### src/rtl/mc_ctrl_pkg.sv
// Shared types and encodings for the multi-cycle ARM controller.
// The optional MUL decode is enabled with the MC_CTRL_MUL_EN macro.
package mc_ctrl_pkg;

   localparam int STATE_W = 4;

   typedef enum logic [STATE_W-1:0] {
      FETCH    = 4'd0,
      DECODE   = 4'd1,
      MEMADR   = 4'd2,
      MEMRD    = 4'd3,
      MEMWB    = 4'd4,
      MEMWR    = 4'd5,
      EXECUTER = 4'd6,
      EXECUTEI = 4'd7,
      ALUWB    = 4'd8,
      BRANCH   = 4'd9
   } state_t;

   localparam logic [2:0] ALU_ADD = 3'b000;
   localparam logic [2:0] ALU_SUB = 3'b001;
   localparam logic [2:0] ALU_AND = 3'b010;
   localparam logic [2:0] ALU_ORR = 3'b011;
   localparam logic [2:0] ALU_MUL = 3'b100;

   localparam logic [1:0] SRCB_WD  = 2'd0;
   localparam logic [1:0] SRCB_IMM = 2'd1;
   localparam logic [1:0] SRCB_4   = 2'd2;

   localparam logic [1:0] RES_ALUOUT = 2'd0;
   localparam logic [1:0] RES_DATA   = 2'd1;
   localparam logic [1:0] RES_ALURES = 2'd2;

   localparam logic [1:0] IMM_DP  = 2'b00;
   localparam logic [1:0] IMM_MEM = 2'b01;
   localparam logic [1:0] IMM_BR  = 2'b10;

   localparam logic [3:0] CMD_AND = 4'b0000;
   localparam logic [3:0] CMD_SUB = 4'b0010;
   localparam logic [3:0] CMD_ADD = 4'b0100;
   localparam logic [3:0] CMD_CMP = 4'b1010;
   localparam logic [3:0] CMD_ORR = 4'b1100;

   localparam logic [3:0] COND_EQ = 4'h0, COND_NE = 4'h1, COND_CS = 4'h2, COND_CC = 4'h3;
   localparam logic [3:0] COND_MI = 4'h4, COND_PL = 4'h5, COND_VS = 4'h6, COND_VC = 4'h7;
   localparam logic [3:0] COND_HI = 4'h8, COND_LS = 4'h9, COND_GE = 4'hA, COND_LT = 4'hB;
   localparam logic [3:0] COND_GT = 4'hC, COND_LE = 4'hD, COND_AL = 4'hE;

   // hi = Instr[27:22], lo = Instr[7:4]
   function automatic logic is_mul_pat(logic [5:0] hi, logic [3:0] lo);
      return (hi == 6'd0) && (lo == 4'b1001);
   endfunction

endpackage

### src/rtl/mc_controller_if.sv
// Controller <-> datapath bundle: instruction/flags in, every control line out.
interface mc_controller_if;
   import mc_ctrl_pkg::*;

   logic [31:0]        Instr;
   logic [3:0]         ALUFlags;
   logic               PCWrite;
   logic               MemWrite;
   logic               RegWrite;
   logic               IRWrite;
   logic               AdrSrc;
   logic [1:0]         RegSrc;
   logic               ALUSrcA;
   logic [1:0]         ALUSrcB;
   logic [1:0]         ResultSrc;
   logic [1:0]         ImmSrc;
   logic [2:0]         ALUControl;
   logic               opMul;
   logic [STATE_W-1:0] State;

   modport master (
      input  Instr, ALUFlags,
      output PCWrite, MemWrite, RegWrite, IRWrite, AdrSrc, RegSrc, ALUSrcA,
             ALUSrcB, ResultSrc, ImmSrc, ALUControl, opMul, State
   );

   modport slave (
      output Instr, ALUFlags,
      input  PCWrite, MemWrite, RegWrite, IRWrite, AdrSrc, RegSrc, ALUSrcA,
             ALUSrcB, ResultSrc, ImmSrc, ALUControl, opMul, State
   );

endinterface

### src/rtl/mc_cond_unit.sv
// NZCV flags register and ARM condition-code evaluation.
module mc_cond_unit
   import mc_ctrl_pkg::*;
(
   input  logic       clk,
   input  logic       reset,
   input  logic [3:0] cond_i,
   input  logic [3:0] alu_flags_i,
   input  logic       exec_i,
   input  logic       we_nz_i,
   input  logic       we_cv_i,
   output logic       cond_ex_o,
   output logic       cond_ex_wb_o
);

   logic [3:0] flags_q, flags_d;
   logic       n, z, c, v;
   logic       cond_wb_q;

   assign {n, z, c, v} = flags_q;

   always_comb begin
      flags_d = flags_q;
      if (we_nz_i) flags_d[3:2] = alu_flags_i[3:2];
      if (we_cv_i) flags_d[1:0] = alu_flags_i[1:0];
   end

   // ALUWB must see the verdict taken in EXECUTE, not the flags that instruction just wrote
   always_ff @(posedge clk) begin
      if (reset) begin
         flags_q   <= 4'b0000;
         cond_wb_q <= 1'b0;
      end else begin
         flags_q <= flags_d;
         if (exec_i) cond_wb_q <= cond_ex_o;
      end
   end

   always_comb begin
      case (cond_i)
         COND_EQ: cond_ex_o = z;
         COND_NE: cond_ex_o = ~z;
         COND_CS: cond_ex_o = c;
         COND_CC: cond_ex_o = ~c;
         COND_MI: cond_ex_o = n;
         COND_PL: cond_ex_o = ~n;
         COND_VS: cond_ex_o = v;
         COND_VC: cond_ex_o = ~v;
         COND_HI: cond_ex_o = c & ~z;
         COND_LS: cond_ex_o = ~c | z;
         COND_GE: cond_ex_o = (n == v);
         COND_LT: cond_ex_o = (n != v);
         COND_GT: cond_ex_o = ~z & (n == v);
         COND_LE: cond_ex_o = z | (n != v);
         COND_AL: cond_ex_o = 1'b1;
         default: cond_ex_o = 1'b0;
      endcase
   end

   assign cond_ex_wb_o = cond_wb_q;

endmodule

### src/rtl/mc_controller.sv
// Multi-cycle ARM control unit: FSM, instruction decode and control-line generation.
// Optional MUL support is compiled in when MC_CTRL_MUL_EN is defined.
module mc_controller
   import mc_ctrl_pkg::*;
(
   input  logic            clk,
   input  logic            reset,
   mc_controller_if.master ctrl
);

   state_t      state_q, state_d;
   logic [31:0] instr;
   logic [1:0]  op;
   logic [3:0]  cmd, rd;
   logic        i_bit, s_bit, l_bit, u_bit, mul_pat, is_mul;
   logic [2:0]  dp_alu;
   logic        dp_known, dp_cv, dp_nowrite;
   logic        cond_ex, cond_ex_wb, in_exec, flag_upd;
   logic        irw, pcw, memw, regw, adr, srca;
   logic [1:0]  srcb, res;
   logic [2:0]  alu;
   logic        unused_bits;

   assign instr       = ctrl.Instr;
   assign op          = instr[27:26];
   assign i_bit       = instr[25];
   assign cmd         = instr[24:21];
   assign u_bit       = instr[23];
   assign s_bit       = instr[20];
   assign l_bit       = instr[20];
   assign mul_pat     = is_mul_pat(instr[27:22], instr[7:4]);
   assign unused_bits = ^{instr[11:8], instr[3:0]};

`ifdef MC_CTRL_MUL_EN
   assign is_mul = mul_pat;
`else
   assign is_mul = 1'b0;
`endif

   // MUL keeps its destination in [19:16]
   assign rd = is_mul ? instr[19:16] : instr[15:12];

   always_comb begin
      dp_alu     = ALU_ADD;
      dp_known   = 1'b1;
      dp_cv      = 1'b0;
      dp_nowrite = 1'b0;
      if (is_mul) dp_alu = ALU_MUL;
      else begin
         case (cmd)
            CMD_ADD: begin dp_alu = ALU_ADD; dp_cv = 1'b1; end
            CMD_SUB: begin dp_alu = ALU_SUB; dp_cv = 1'b1; end
            CMD_AND: dp_alu = ALU_AND;
            CMD_ORR: dp_alu = ALU_ORR;
            CMD_CMP: begin dp_alu = ALU_SUB; dp_cv = 1'b1; dp_nowrite = 1'b1; end
            default: dp_known = 1'b0;
         endcase
      end
   end

   assign in_exec  = (state_q == EXECUTER) || (state_q == EXECUTEI);
   assign flag_upd = in_exec & s_bit & cond_ex & dp_known & ~reset;

   mc_cond_unit u_cond (
      .clk          (clk),
      .reset        (reset),
      .cond_i       (instr[31:28]),
      .alu_flags_i  (ctrl.ALUFlags),
      .exec_i       (in_exec),
      .we_nz_i      (flag_upd),
      .we_cv_i      (flag_upd & dp_cv),
      .cond_ex_o    (cond_ex),
      .cond_ex_wb_o (cond_ex_wb)
   );

   always_ff @(posedge clk) begin
      if (reset) state_q <= FETCH;
      else       state_q <= state_d;
   end

   always_comb begin
      state_d = FETCH;
      case (state_q)
         FETCH:  state_d = DECODE;
         DECODE: begin
            case (op)
               2'b01: state_d = MEMADR;
               2'b10: state_d = BRANCH;
               2'b00: begin
                  if (mul_pat && !is_mul) state_d = FETCH;
                  else if (!i_bit)        state_d = EXECUTER;
                  else                    state_d = EXECUTEI;
               end
               default: state_d = FETCH;
            endcase
         end
         MEMADR:   state_d = l_bit ? MEMRD : MEMWR;
         MEMRD:    state_d = MEMWB;
         EXECUTER: state_d = ALUWB;
         EXECUTEI: state_d = ALUWB;
         default:  state_d = FETCH;
      endcase
   end

   always_comb begin
      irw  = 1'b0;
      pcw  = 1'b0;
      memw = 1'b0;
      regw = 1'b0;
      adr  = 1'b0;
      srca = 1'b0;
      srcb = SRCB_WD;
      res  = RES_ALUOUT;
      alu  = ALU_ADD;
      case (state_q)
         FETCH:    begin irw = 1'b1; pcw = 1'b1; srca = 1'b1; srcb = SRCB_4; res = RES_ALURES; end
         DECODE:   begin srca = 1'b1; srcb = SRCB_4; res = RES_ALURES; end
         MEMADR:   begin srcb = SRCB_IMM; alu = u_bit ? ALU_ADD : ALU_SUB; end
         MEMRD:    adr = 1'b1;
         MEMWR:    begin adr = 1'b1; memw = cond_ex; end
         MEMWB:    begin res = RES_DATA; regw = cond_ex; pcw = cond_ex & (rd == 4'd15); end
         EXECUTER: alu = dp_alu;
         EXECUTEI: begin srcb = SRCB_IMM; alu = dp_alu; end
         ALUWB: begin
            regw = cond_ex_wb & dp_known & ~dp_nowrite;
            pcw  = cond_ex_wb & dp_known & ~dp_nowrite & (rd == 4'd15);
         end
         BRANCH:   begin srcb = SRCB_IMM; res = RES_ALURES; pcw = cond_ex; end
         default:  ;
      endcase
   end

   // reset blocks every architectural write in the cycle it is seen
   assign ctrl.PCWrite    = pcw  & ~reset;
   assign ctrl.MemWrite   = memw & ~reset;
   assign ctrl.RegWrite   = regw & ~reset;
   assign ctrl.IRWrite    = irw;
   assign ctrl.AdrSrc     = adr;
   assign ctrl.RegSrc     = {op == IMM_MEM, op == IMM_BR};
   assign ctrl.ALUSrcA    = srca;
   assign ctrl.ALUSrcB    = srcb;
   assign ctrl.ResultSrc  = res;
   assign ctrl.ImmSrc     = op;
   assign ctrl.ALUControl = alu;
   assign ctrl.opMul      = is_mul;
   assign ctrl.State      = state_q;

endmodule

### src/flat_wrapper.sv
// flat-port wrapper written by rule: the top's interface ports become plain ports
module mc_controller_flat import mc_ctrl_pkg::*;
  (clk, reset, ctrl_Instr, ctrl_ALUFlags, ctrl_PCWrite, ctrl_MemWrite, ctrl_RegWrite, ctrl_IRWrite, ctrl_AdrSrc, ctrl_RegSrc, ctrl_ALUSrcA, ctrl_ALUSrcB, ctrl_ResultSrc, ctrl_ImmSrc, ctrl_ALUControl, ctrl_opMul, ctrl_State);
  mc_controller_if ctrl_i ();
  input  logic clk;
  input  logic reset;
  input wire logic [$bits(ctrl_i.Instr)-1:0] ctrl_Instr;
  input wire logic [$bits(ctrl_i.ALUFlags)-1:0] ctrl_ALUFlags;
  output wire logic [$bits(ctrl_i.PCWrite)-1:0] ctrl_PCWrite;
  output wire logic [$bits(ctrl_i.MemWrite)-1:0] ctrl_MemWrite;
  output wire logic [$bits(ctrl_i.RegWrite)-1:0] ctrl_RegWrite;
  output wire logic [$bits(ctrl_i.IRWrite)-1:0] ctrl_IRWrite;
  output wire logic [$bits(ctrl_i.AdrSrc)-1:0] ctrl_AdrSrc;
  output wire logic [$bits(ctrl_i.RegSrc)-1:0] ctrl_RegSrc;
  output wire logic [$bits(ctrl_i.ALUSrcA)-1:0] ctrl_ALUSrcA;
  output wire logic [$bits(ctrl_i.ALUSrcB)-1:0] ctrl_ALUSrcB;
  output wire logic [$bits(ctrl_i.ResultSrc)-1:0] ctrl_ResultSrc;
  output wire logic [$bits(ctrl_i.ImmSrc)-1:0] ctrl_ImmSrc;
  output wire logic [$bits(ctrl_i.ALUControl)-1:0] ctrl_ALUControl;
  output wire logic [$bits(ctrl_i.opMul)-1:0] ctrl_opMul;
  output wire logic [$bits(ctrl_i.State)-1:0] ctrl_State;
  assign ctrl_i.Instr = ctrl_Instr;
  assign ctrl_i.ALUFlags = ctrl_ALUFlags;
  assign ctrl_PCWrite = ctrl_i.PCWrite;
  assign ctrl_MemWrite = ctrl_i.MemWrite;
  assign ctrl_RegWrite = ctrl_i.RegWrite;
  assign ctrl_IRWrite = ctrl_i.IRWrite;
  assign ctrl_AdrSrc = ctrl_i.AdrSrc;
  assign ctrl_RegSrc = ctrl_i.RegSrc;
  assign ctrl_ALUSrcA = ctrl_i.ALUSrcA;
  assign ctrl_ALUSrcB = ctrl_i.ALUSrcB;
  assign ctrl_ResultSrc = ctrl_i.ResultSrc;
  assign ctrl_ImmSrc = ctrl_i.ImmSrc;
  assign ctrl_ALUControl = ctrl_i.ALUControl;
  assign ctrl_opMul = ctrl_i.opMul;
  assign ctrl_State = ctrl_i.State;
  mc_controller u_core (.clk(clk), .reset(reset), .ctrl(ctrl_i));
endmodule
### config.mk
export PLATFORM = sky130hd
export DESIGN_NAME = mc_controller_flat
export DESIGN_NICKNAME = d
export VERILOG_FILES = /design/src/rtl/mc_ctrl_pkg.sv /design/src/rtl/mc_controller_if.sv /design/src/rtl/mc_cond_unit.sv /design/src/rtl/mc_controller.sv /design/src/flat_wrapper.sv
export SDC_FILE = /design/constraint.sdc
export NUM_CORES = 1
export LEC_CHECK = 0
export BUFFER_PORTS_ARGS = -buffer_cell sky130_fd_sc_hd__buf_4
export CAP_MARGIN = 20
export CORE_ASPECT_RATIO = 1.4
export CORE_MARGIN = 5
export CORE_UTILIZATION = 40
export CTS_BUF_LIST = sky130_fd_sc_hd__clkbuf_16
export CTS_CLUSTER_DIAMETER = 100
export CTS_CLUSTER_SIZE = 40
export DETAILED_ROUTE_END_ITERATION = 8
export GPL_ROUTABILITY_DRIVEN = 0
export PLACE_DENSITY = 0.85
export SETUP_SLACK_MARGIN = 0.05
export SLEW_MARGIN = 20
export SYNTH_ARGS = -nofsm -noshare
export SYNTH_HDL_FRONTEND = slang
export SYNTH_SLANG_ARGS = --single-unit
### constraint.sdc
create_clock -name clk -period 2.5 [get_ports clk]
set_clock_uncertainty 0.15 [all_clocks]
set_input_delay 0.25 -clock clk [delete_from_list [all_inputs] [get_ports clk]]
set_output_delay 0.25 -clock clk [all_outputs]
set_load 0.05 [all_outputs]
* Yosys cells after proc, flatten, opt, wreduce, memory -nomap -nowiden
Cells that the tools add are included.
Word-level totals: output and inout bits 22, register bits 9, word-level logic and storage cells 94
Cells by class: reduce and logical (&&, ||, !) cells 15, eq/ne operators 33, bitwise gates (word level) 22, multiplexer cells 20
Operator list (count):
- $eq 4x4->1 const B | 13
- $eq 4x3->1 const B | 9
- $eq 4x2->1 const B | 5
- $pmux 4 s5 | 1
- $pmux 1 s15 | 1
- $and 1x1->1 | 14
- $logic_not 4->1 | 3
- $pmux 4 s3 | 1
- $mux 1 | 9
- $reduce_or 3->1 | 3
- $eq 4x1->1 const B | 2
- $pmux 2 s2 | 2
- $reduce_or 2->1 | 4
- $logic_not 6->1 | 1
- $not 1->1 | 6
- $pmux 2 s3 | 1
- $pmux 3 s2 | 1
- $reduce_or 5->1 | 1
- $mux 4 | 1
- $pmux 1 s4 | 1
- $mux 3 | 1
- $eq 2x1->1 const B | 1
- $eq 2x2->1 const B | 1
- $logic_not 2->1 | 1
- 6 further kinds | 7

* Depth between registers and ports, before layout
depth after elaboration 8, gate-level depth with buffers 6, gate-level depth less buffers 5

* By module
Synthesis repeated with hierarchy kept, for this count alone.
Unflattened totals: cells, all modules 132, area total of the unflattened synthesis 975.9 um2
By module, submodules not included:
- mc_controller | sequential area each 80.1 um2, area each 573.0 um2, cells each 85, times used 1
- mc_cond_unit | sequential area each 100.1 um2, area each 402.9 um2, cells each 47, times used 1

* Worst setup path before layout
OpenSTA, ideal clock, no wires.
path type flip-flop to output port, start reg u_core.u_cond.flags_q[3], end out ctrl_MemWrite, path buffers 0, arrival time 2.676 ns, data required time 2.100 ns, stages on the path, launching flop included 6, setup slack -0.576 ns, path through dfxtp_1 > or4b_1 > a31oi_1 > a31o_2 > nor3_2 > nor4_1
On the way: word-level cells in the longest chain between the ends 5
RTL lines:
- from (decl) | line mc_cond_unit.sv:16 | logic [3:0] flags_q, flags_d;
- from (signal assigned) | line mc_cond_unit.sv:34 | flags_q <= flags_d;
- $ne 1x1->1 or $eq 1x1->1 (tied branches)
- $or 1x1->1 or $and 1x1->1 (tied branches) | line mc_cond_unit.sv:54, mc_cond_unit.sv:53
- $pmux 1 s15 (*) | line mc_cond_unit.sv:40 | case (cond_i)
- $mux 1 (*) | line mc_controller.sv:115 | case (state_q)
- $and 1x1->1 (*) | line mc_controller.sv:135 | assign ctrl.MemWrite = memw & ~reset;
- to (decl) | line flat_wrapper.sv:10 | output wire logic [$bits(ctrl_i.MemWrite)-1:0] ctrl_MemWrite;
Every way passes the cells marked *; elsewhere a longest branch is shown, timed or not.

* Worst setup path in the final report
start reg u_core.u_cond.flags_q[3], end out ctrl_PCWrite
On the way: word-level cells in the longest chain between the ends 6
RTL lines:
- $ne 1x1->1 or $eq 1x1->1 (tied branches)
- $or 1x1->1 or $and 1x1->1 (tied branches) | line mc_cond_unit.sv:54, mc_cond_unit.sv:53
- $pmux 1 s15 (*) | line mc_cond_unit.sv:40
- $and 1x1->1 | line mc_controller.sv:121 | MEMWB: begin res = RES_DATA; regw = cond_ex; pcw = cond_ex & (rd == 4'd15); end
- $pmux 1 s4 (*) | line mc_controller.sv:115
- $and 1x1->1 (*) | line mc_controller.sv:134 | assign ctrl.PCWrite = pcw & ~reset;
- to (decl) | line flat_wrapper.sv:9 | output wire logic [$bits(ctrl_i.PCWrite)-1:0] ctrl_PCWrite;
Marks and branches as above.

==> run summary <==
wire length of the first global-routing pass: 5320 um
TritonCTS clock tree: done
ANT cells: 0
Data arrival, critical path: 2.00 ns
final setup TNS: 0 ns
HPWL after detailed placement: 2600 um
run status: complete, no violations
Max Used Layer: met4
post-synthesis cell count: 139
fin util: 61.3%
number of buffers inserted by post-CTS setup repair: 0
netlist area before placement: 1040 um2
I/O pins: 60
distinct cell type count of the synthesized netlist: 50
Yosys Warn Count: 0
syn_area_per_cell: 7.45 um2
Slew headroom: 56.0%
final non-filler cell total: 213
Routed Antenna Nets: 0
Crit Path Category: reg -> out
IR Drop Worst-Case VDD: 0.494 mV
insertion delay of the later-clocked pin in the worst-skew pair: 0.24 ns
post-route cell area: 1500 um2
maximum frequency from static timing analysis: 417 MHz
via density per instance: 5.80
Worst Path Required: 2.10 ns
total vias in the final route: 1235
number of standard-cell rows in the floorplan: 21
type of element capturing the critical path: output port
antenna violations before repair: 0
Clock Pin Slew Worst Setup and Hold Paths: 0.04 ns
Worst Tran Pin Value: 0.659 ns
final hold vios: 0
combined global-route utilization of all metal layers: 18.3%
core region area: 2440 um2
ratio of cells with drive above 1 in the final layout: 38.0%
unrepaired setup endpoints after global routing: true
total leakage power: 0.000619 uW
per-cell routed wire length: 15.1 um
part of the Yosys area used for sequential elements: 17.4%
Min Hold Slack: 0.157 ns
Async S/R FF share, synth: 0%
time the final worst path needs with I/O delays and setup: 2.40 ns
cell count after placement: 209
number of port buffers: 45
number of violations of the max-capacitance limit: 0
ys flop type: dfxtp_1
x dimension of the die: 53.0 um
cts bufs inserted: 3
number of DRC markers in iteration 0: 27
endpoints failing setup: 0
maximum clock path buffer count: 2
clk sinks: 9
CTS Root Cell: clkbuf_16
vertical die dimension: 70.2 um
final period utilization: 95.9%
via count of the first global-routing pass: 1216
NumNets Final: 218
Total Routed Length: 3230 um
Met3 Routed Length: 234 um
worst min-delay path class: in -> reg
number of slew-limit violations in the final report: 0
post-detailed-route DRC marker count: 0
Post-DP Area: 1400 um2
Area Overhead vs Synth: 44.6%
PD cells: 482 nW/um2
initial standard-cell utilization of the core: 42.4%
Die ar.: 3720 um2
Met1 Routed Length: 1220 um
sum of met2 wire segment lengths after detailed routing: 1690 um
#FFs+latches synth: 9
number of flops mapped to enable cells by yosys: 0
Initial DRT Pass Iterations: 4
startpoint kind of the worst setup timing path: register
Crit Path Max Fanout: 6
residual overflow from global routing: 0
CTS H-tree depth: 1
maximum number of pins on one net before global-route repair: 18
-- cell usage after synthesis, drive strengths merged, types with 2 or more instances --
master	n	area (um2)
nand2	11	43.8
dfxtp	9	180
inv	9	33.8
nor3	9	50.1
a21oi	8	40.0
nor2	8	30.0
buf	7	56.3
nand2b	6	37.5
nand3b	5	37.5
clkbuf	4	15.0
nor4b	4	35.0
o21ai	4	20.0
or4b	4	40.0
xnor2	4	35.0
nor2b	3	18.8
o31ai	3	22.5
o32ai	3	26.3
a31oi	2	12.5
nand3	2	10.0
nand4	2	12.5
nand4b	2	17.5
nor4	2	12.5
o21bai	2	15.0
o221ai	2	17.5
o22ai	2	12.5
o311ai	2	17.5
or2	2	15.0
-- final cells by class --
type / count / area [um2]
Fill cell: 233 / 946
Multi-Input combinational cell: 111 / 811
Timing Repair Buffer: 46 / 349
Sequential cell: 9 / 183
Clock buffer: 3 / 75.1
Tap cell: 34 / 42.5
Inverter: 9 / 33.8
Clock inverter: 1 / 3.75
-- path summary, 6_finish.rpt --
path | start | to | slack (ns) | cells after the start
worst max-delay path | u_core.u_cond.flags_q[3] | ctrl_PCWrite | 0.10 | 6
worst min-delay path | reset | u_core.u_cond.cond_ex_wb_o | 0.16 | 2
worst max register to register | u_core.ctrl.State[1] | u_core.u_cond.flags_q[0] | 0.35 | 4
worst min register to register | u_core.u_cond.flags_q[2] | u_core.u_cond.flags_q[2] | 0.41 | 2
-- through the flow --
stage	setup slack, ns	total power (uW)
detailed placement	0.283	432
global route	0.0325	752
floorplan	0.0115	347
global placement	0.314	426
CTS	0.0516	721
finish	0.101	721
-- cells by family after synthesis --
family	count (synthesis)	synth area share, %
muxes	1	1.33
xor gates and xnor gates	5	4.23
and+or+nand+nor	67	41.1
AOI/OAI and AO/OA	36	25.5
DFF	9	17.4
other	1	0.362
buffers and inverters	20	10.1
-- layer usage --
metal | up-vias | GRT usage (%)
li1 | 599 | -
met1 | 574 | 20.5
met2 | 56 | 31.9
met3 | 6 | 4.04
met4 | 0 | 7.67
met5 | - | 0
-- where the power goes --
| group | switching (uW) | leakage (uW) | internal, uW | total, uW |
|---|---|---|---|---|
| clock network | 75.0 | 0.0000423 | 209 | 284 |
| registers | 17.8 | 0.0000741 | 149 | 167 |
| logic | 171 | 0.000502 | 99.0 | 270 |
-- state kept, by name, summed over array words and instances (netlist names) --
signal                      flops
u_core.u_cond.cond_ex_wb_o      1
u_core.ctrl.State               4
u_core.u_cond.flags_q           4
-- timing repair --
item / in CTS / in global routing
gates cloned: 0 / 0
hold buffers: 0 / 0
gates resized for setup: 1 / 4
setup endpoints to repair: 1 / 2
-- cell usage in the layout, fill, tap and decap left out, drive strengths merged, types with 2 or more instances in the layout --
master and instances:
xnor2 4, nand2b 6, a31oi 2, nor4 2, a21oi 8, nand4 2
clkbuf 3, or4b 4, nor4b 4, or2 2, o21bai 2, dfxtp 9
nor2 8, o311ai 2, o21ai 4, inv 10, o32ai 3, o31ai 3
nand3 2, nand4b 2, nand2 11, conb 2, o22ai 2, nand3b 5
buf 46, nor2b 3, o221ai 2, nor3 9
-- critical path, cell delays in order (launching register included) --
cell and delay (ns):
dfxtp_2 0.34, or4b_1 0.53, a31oi_1 0.15, a31o_2 0.20
nor3_4 0.09, o32ai_2 0.25, buf_6 0.20
Power figures use the tool's default switching activity.
